--- config.mk ---
export PLATFORM = sky130hd
export DESIGN_NAME = rtc_bcd_time_decoder
export DESIGN_NICKNAME = d
export VERILOG_FILES = /design/src/rtl/rtc_bcd_time_decoder.sv
export SDC_FILE = /design/constraint.sdc
export NUM_CORES = 1
export LEC_CHECK = 0
export ABC_AREA = 1
export BUFFER_PORTS_ARGS = -buffer_cell sky130_fd_sc_hd__buf_2
export CORE_MARGIN = 5
export CORE_UTILIZATION = 40
export CTS_CLUSTER_SIZE = 8
export DETAILED_ROUTE_END_ITERATION = 10
export PLACE_DENSITY = 0.61
export REMOVE_ABC_BUFFERS = 1
export SYNTH_ARGS = -nofsm -noshare
export SYNTH_HDL_FRONTEND = slang
export SYNTH_SLANG_ARGS = --single-unit
--- constraint.sdc ---
create_clock -name clk -period 3.7 [get_ports clk]
set_input_delay 0.74 -clock clk [delete_from_list [all_inputs] [get_ports clk]]
set_output_delay 0.74 -clock clk [all_outputs]
set_load 0.01 [all_outputs]
--- src/rtl/rtc_bcd_time_decoder.sv ---
// rtl/rtc_bcd_time_decoder.sv - RTC packed-BCD seconds/minutes/hours frame decoder
//
// Collects a three-byte read frame (seconds, minutes, hours) from an RTC,
// validates each packed-BCD byte, converts it to binary into shadow registers
// and commits all three values to the outputs together.
//
// Ports:
//   clk        - system clock, rising edge
//   reset      - asynchronous, active-high reset
//   start      - one-cycle pulse opening a new frame
//   data_in    - packed BCD byte (tens [7:4], units [3:0])
//   data_valid - data_in qualifier
//   ready      - high while a frame byte can be accepted
//   sec_bin    - committed seconds, 0-59
//   min_bin    - committed minutes, 0-59
//   hour_bin   - committed hours, 0-23
//   done       - one-cycle pulse after a successful commit
//   err        - sticky frame error (bad byte or inter-byte timeout)
module rtc_bcd_time_decoder #(
    parameter int TIMEOUT = 255
) (
    input  logic       clk,
    input  logic       reset,
    input  logic       start,
    input  logic [7:0] data_in,
    input  logic       data_valid,
    output logic       ready,
    output logic [5:0] sec_bin,
    output logic [5:0] min_bin,
    output logic [4:0] hour_bin,
    output logic       done,
    output logic       err
);

    typedef enum logic [2:0] {
        IDLE,
        WAIT_SEC,
        WAIT_MIN,
        WAIT_HOUR,
        COMMIT
    } state_t;

    localparam int CW = $clog2(TIMEOUT + 1);
    // Timeout fires on the edge that would take the counter to TIMEOUT.
    localparam logic [CW-1:0] TLIM = CW'(TIMEOUT - 1);

    state_t          state;
    state_t          state_next;
    logic [CW-1:0]   tcnt;
    logic [5:0]      sec_sh;
    logic [5:0]      min_sh;
    logic [4:0]      hour_sh;

    logic            in_wait;
    logic            start_frame;
    logic            accept;
    logic            timeout_hit;
    logic            byte_ok;
    logic [3:0]      tens;
    logic [3:0]      units;
    logic [7:0]      conv;

    always_ff @(posedge clk or posedge reset) begin
        if (reset) begin
            state <= IDLE;
        end else begin
            state <= state_next;
        end
    end

    always_comb begin
        in_wait     = (state == WAIT_SEC) || (state == WAIT_MIN) || (state == WAIT_HOUR);
        ready       = in_wait;
        start_frame = start && (state != COMMIT);
        // start takes priority over a coincident byte, which is dropped.
        accept      = in_wait && data_valid && !start;
        timeout_hit = in_wait && !start && !accept && (tcnt == TLIM);

        // The seconds clock-halt bit is masked out of the tens nibble.
        units = data_in[3:0];
        tens  = (state == WAIT_SEC) ? {1'b0, data_in[6:4]} : data_in[7:4];
        conv  = {4'b0, tens} * 8'd10 + {4'b0, units};

        byte_ok = 1'b0;
        case (state)
            WAIT_SEC:  byte_ok = (units <= 4'd9) && (tens <= 4'd5);
            WAIT_MIN:  byte_ok = !data_in[7] && (units <= 4'd9) && (tens <= 4'd5);
            WAIT_HOUR: byte_ok = (data_in[7:6] == 2'b00) && (units <= 4'd9) &&
                                 ((tens < 4'd2) || ((tens == 4'd2) && (units <= 4'd3)));
            default:   byte_ok = 1'b0;
        endcase

        state_next = state;
        case (state)
            IDLE: begin
                if (start) begin
                    state_next = WAIT_SEC;
                end
            end
            WAIT_SEC, WAIT_MIN, WAIT_HOUR: begin
                if (start) begin
                    state_next = WAIT_SEC;
                end else if (accept) begin
                    if (!byte_ok) begin
                        state_next = IDLE;
                    end else if (state == WAIT_SEC) begin
                        state_next = WAIT_MIN;
                    end else if (state == WAIT_MIN) begin
                        state_next = WAIT_HOUR;
                    end else begin
                        state_next = COMMIT;
                    end
                end else if (timeout_hit) begin
                    state_next = IDLE;
                end
            end
            COMMIT:  state_next = IDLE;
            default: state_next = IDLE;
        endcase
    end

    always_ff @(posedge clk or posedge reset) begin
        if (reset) begin
            tcnt     <= '0;
            sec_sh   <= '0;
            min_sh   <= '0;
            hour_sh  <= '0;
            err      <= 1'b0;
            done     <= 1'b0;
            sec_bin  <= '0;
            min_bin  <= '0;
            hour_bin <= '0;
        end else begin
            if (start_frame || accept || timeout_hit) begin
                tcnt <= '0;
            end else if (in_wait) begin
                tcnt <= tcnt + CW'(1);
            end

            if (start_frame) begin
                sec_sh  <= '0;
                min_sh  <= '0;
                hour_sh <= '0;
            end else if (accept && byte_ok) begin
                case (state)
                    WAIT_SEC:  sec_sh  <= conv[5:0];
                    WAIT_MIN:  min_sh  <= conv[5:0];
                    WAIT_HOUR: hour_sh <= conv[4:0];
                    default:   ;
                endcase
            end

            if (start_frame) begin
                err <= 1'b0;
            end else if ((accept && !byte_ok) || timeout_hit) begin
                err <= 1'b1;
            end

            done <= (state == COMMIT);
            if (state == COMMIT) begin
                sec_bin  <= sec_sh;
                min_bin  <= min_sh;
                hour_bin <= hour_sh;
            end
        end
    end

endmodule

Word-level counts from Yosys, hierarchy flattened
Index checks and enable logic that the tools add are counted.

Register bits after elaboration: 47. Latch bits: 0. RAM bits: 0. Memory bits (read-only): 0. Input bits: 12. Output and inout port bits: 20. Logic and storage cells: 86. Memories kept: 0.

Add/sub/neg operators: 2. $mul: 1. Divide/modulo/power cells: 0. Order comparisons: 4. Equality and inequality tests: 9. Shifts and indexed selects: 0. Multiplexer cells: 23. Bitwise operators: 0. Reduce and logical (&&, ||, !) cells: 37.

Operators by type and width (count): $mux 6 (6); $mux 3 (7); $mux 8 (2); $mux 5 (3); $logic_and 1x1->1 (14); $reduce_bool 2->1 (6); $add 8x1->8 const B (1); $eq 8x8->1 const B (1); $reduce_and 2->1 (4); $add 6x4->6 (1); $eq 3x2->1 const B (2); $logic_or 1x1->1 (6); $pmux 3 s2 (1); $mul 4x3->5 const B (1); $eq 4x2->1 const B (1); $le 4x2->1 const B (1); $le 4x3->1 const B (1); $le 4x4->1 const B (1); $logic_not 1->1 (4); $lt 4x2->1 const B (1); $mux 4 (1); $ne 4x4->1 const B (1); $eq 3x1->1 const B (1); $eq 3x3->1 const B (1); 7 further kinds (8).

Logic depth before layout (Yosys ltp)
Depth after elaboration: 12. Depth in mapped cells: 13. Mapped depth without buffers: 13.

Least setup slack after synthesis
OpenSTA, ideal clock, no wires.

Path type: input to register. Start point: input port data_in[4]. End point: register min_sh[4]. Library setup time: 0.065 ns. Arrival time: 1.975 ns. Data required time: 3.635 ns. Path slack: 1.660 ns. Stages on the path: 9. Buffers on the path: 0. Cells stage by stage: ha_1 > ha_1 > nand2_1 > nor2_1 > a211oi_1 > nor2_1 > nor2_1 > nand2_1 > nand2_1.

Word-level cells in the longest chain between the ends: 9. Elaborated cells between the ends (all ways): 18. Classes of those cells: add/sub: 1; mul: 1; order compare: 2; eq/ne: 1; mux: 5; reduce/logical: 8.

Ends and longest elaborated chain: from (decl) (RTL line 25) `input logic [7:0] data_in,`; $mux 4 (*) (RTL line 81) `tens = (state == WAIT_SEC) ? {1'b0, data_in[6:4]} : data_in[7:4];`; branches (longest 8 deep; another with $add 6x4->6); to (signal assigned) (RTL line 147) `WAIT_MIN: min_sh <= conv[5:0];`; to (decl) (RTL line 51) `logic [5:0] min_sh;`.

Every way passes the cells marked *. The select of a mux whose other input is x is not followed. A chain may end at the register's enable or synchronous reset.

Final worst setup path
Start point: register state[0]. End point: output port ready.

Word-level cells in the longest chain between the ends: 3. Elaborated cells between the ends (all ways): 5. Classes of those cells: eq/ne: 3; reduce/logical: 2.

Ends and longest elaborated chain: from (decl) (RTL line 47) `state_t state;`; from (signal assigned) (RTL line 67) `state <= state_next;`; $eq 3x1->1 or $eq 3x2->1 (tied branches) (RTL line 72) `in_wait = (state == WAIT_SEC) || (state == WAIT_MIN) || (state == WAIT_HOUR);`; $logic_or 1x1->1 (RTL line 72); $logic_or 1x1->1 (*) (RTL line 72); to (decl) (RTL line 27) `output logic ready,`.

Mark *: on every way between the ends. The rest lies on a longest branch, timed or not.

==> metrics.yaml <==
status: "finished clean"
netlist_top_cells_count: "nand2_1, dfrtp_1, nor2_1"
io_buffers: 31
post_cts_buffers: 0
slew_violations: 0
grt_max_degree: 48
grt_first_pass_wirelength_mm: 8.76
crit_path_start_kind: "register"
max_stage_delay_ps: 420
hold_class: "register to register"
regArea_sq_um: 1180
tightest_slew_ps: 974
antenna_found_initial: 0
htree_num_levels: 2
cts_made_buffers: 5
reg2reg_from: "state[2]$_DFFE_PP0P_"
core_sq_um: 5920
synthFlopType: "dfrtp_1"
syn_inst: 301
cp.arrival_ps: 1330
cts-resized-gates: 0
wirelength_mm: 4.77
setup_tns_ps: 0
diodes: 0
hold_viol: 0
syn_area_sq_um: 2440
use_met2_pct: 22.6
reg2reg_setup_slack_ps: 1650
timing.hold.ws_ps: 469
std_cell_rows: 28
power.switching_w: 0.000415
cts_buffer_depth: 2
grt_use_met1_pct: 19.5
first_global_vias: 1962
drt-initial-drc-count: 106
p_leak_nw: 1.59
fin_crit_sh_pct: 56.1
syn2layout_area_growth_pct: 14.2
hold_buffers: 0
slew_headroom_pct: 35.0
yosysSeqAreaShare_pct: 48.1
clk_latency_ps: 300
drv_cap: 0
setup_viol: 0
yosys_warnings: 0
io_pins: 32
p_int_w: 0.000855
swShare_pct: 32.7
wire_per_inst_um: 11.6
avgSynthCellArea_sq_um: 8.12
gp_congestion: 0.788
irDropWorstVdd_mv: 0.266
cts_tree: "yes"
synth_top_area_share_pct: 48.1
synth-edff-count: 0
drtAntennaViolNets: 0
clock.fmax_mhz: 482
yosysMostFrequentCell: "nand2_1"
ys_ff_latch: 47
path_cells: "inv_1 -> nand2_4 -> nand2_2 -> inv_2 -> buf_2"
min_period_ps: 2070
grt_util_met3_pct: 2.16
yosysTopAreaCell: "dfrtp_1"
combPwrFrac_pct: 23.7
die_h_um: 88.2
die-area_sq_um: 7780
end_kind: "primary output"
drive_gt1_share_pct: 19.3
overflow: 0
min_to: "min_bin[0]$_DFFE_PP0P_"
dr_total_vias: 1925
place_hpwl_mm: 3.47
synthTopCellsByArea: "dfrtp_1, nand2_1, nand3_1"
via_per_inst: 4.68
cp_data_required_time_ps: 2960
synth_cell_types: 32
grt_util_all_layers_pct: 14.3
crit_fanout: 6
drc: 0
gr-max-usage-layer: "met2"
worstHoldStart: "min_bin[0]$_DFFE_PP0P_"
min_path_cells: 2
start_util_pct: 41.3
layout.nets: 356
cts-root-buf: "clkbuf_8"
clkTransAtPathRegs_ps: 90
reg2reg_depth: 13
skew_ps: 2.60
r2r_end: "min_sh[5]$_DFFE_PP0P_"
slowest_stage: "dfrtp_1"
fill_cells: 602
cts.sinks: 47
multi_input_area_sq_um: 1120
path_class: "register to primary output"
die_w_um: 88.2
power_frac_seq_pct: 45.9
power_density_nw_per_um2: 455
p_clk_share_pct: 30.4
rsz0062_at_grt: "false"
async_reset_ff_share_pct: 100
power_w: 0.00127
drtPass1Iterations: 4
## final cells by class
| type | count | area share, % |
|---|---|---|
| clock buffer | 5 | 2.47 |
| clock inverter | 3 | 1.66 |
| inverter | 32 | 4.53 |
| multi-input combinational | 218 | 40.3 |
| sequential | 47 | 42.1 |
| tap | 75 | 3.36 |
| timing repair buffer | 31 | 5.56 |
## power groups by stage
| stage | combinational [W] | clock (W) | sequential, W |
|---|---|---|---|
| 3_5_place_dp | 0.000304 | 0 | 0.000594 |
| 3_3_place_gp | 0.000300 | 0 | 0.000593 |
| 2_1_floorplan | 0.000234 | 0 | 0.000591 |
| 6_report | 0.000301 | 0.000385 | 0.000583 |
| 4_1_cts | 0.000307 | 0.000400 | 0.000584 |
| 5_1_grt | 0.000349 | 0.000416 | 0.000590 |
## critical path, delay by kind of cell, from the launching register on
family	cells	cell delay (ps)
flops	1	420
simple gates	2	260
buf+inv	3	350
## cells in the final DEF (no fill, tap or decap), types with 2 or more instances in the layout
master,count
nand2_1,116
dfrtp_1,47
buf_2,31
nor2_1,29
nand3_1,25
inv_1,24
ha_1,8
nand2_2,5
inv_2,5
clkbuf_8,5
a21oi_1,4
o21ai_0,3
nand3_2,3
nand3_4,3
nor3_1,3
nor2_4,2
inv_4,2
nand2_4,2
nor3b_1,2
xnor2_1,2
## cell families after synthesis
| family | Yosys count | share of synthesized area [%] |
|---|---|---|
| AOI/OAI and AO/OA | 13 | 3.63 |
| xor gates and xnor gates | 2 | 0.717 |
| adders and majority gates | 9 | 4.91 |
| buffers and inverters | 36 | 5.89 |
| DFF | 47 | 48.1 |
| and+or+nand+nor | 194 | 36.7 |
## metal layers
layer  wire [um]  share of wire (%)
met5           0                  0
met4          87                1.8
met3         205                4.3
met2        2100                 44
met1        2370                 50
## metrics by stage
step	instance area (sq um)	cells	setup WS (ps)	utilization (%)
2_1_floorplan	2430	297	1660	-
3_3_place_gp	2680	403	1440	45.2
3_5_place_dp	2680	403	1400	45.2
4_1_cts	2790	411	1610	47.1
5_1_grt	2790	411	1420	47.1
6_report	2790	411	1630	47.1
## worst max path at each step
stage | cells after the start | from | endpoint
global placement | 10 | data_in[4] | min_sh[4]$_DFFE_PP0P_
CTS | 5 | state[0]$_DFFE_PP0P_ | ready
finish | 5 | state[0]$_DFFE_PP0P_ | ready
detailed placement | 10 | data_in[4] | hour_sh[4]$_DFFE_PP0P_
global route | 9 | state[0]$_DFFE_PP0P_ | tcnt[1]$_DFFE_PP0P_
floorplan | 10 | data_in[4] | hour_sh[4]$_DFFE_PP0P_
## state kept, by name, indices dropped and copies added (netlist names)
name      cells
done          1
min_bin       6
tcnt          8
hour_bin      5
min_sh        6
sec_sh        6
hour_sh       5
err           1
state         3
sec_bin       6
Power figures use the tool's default switching activity.
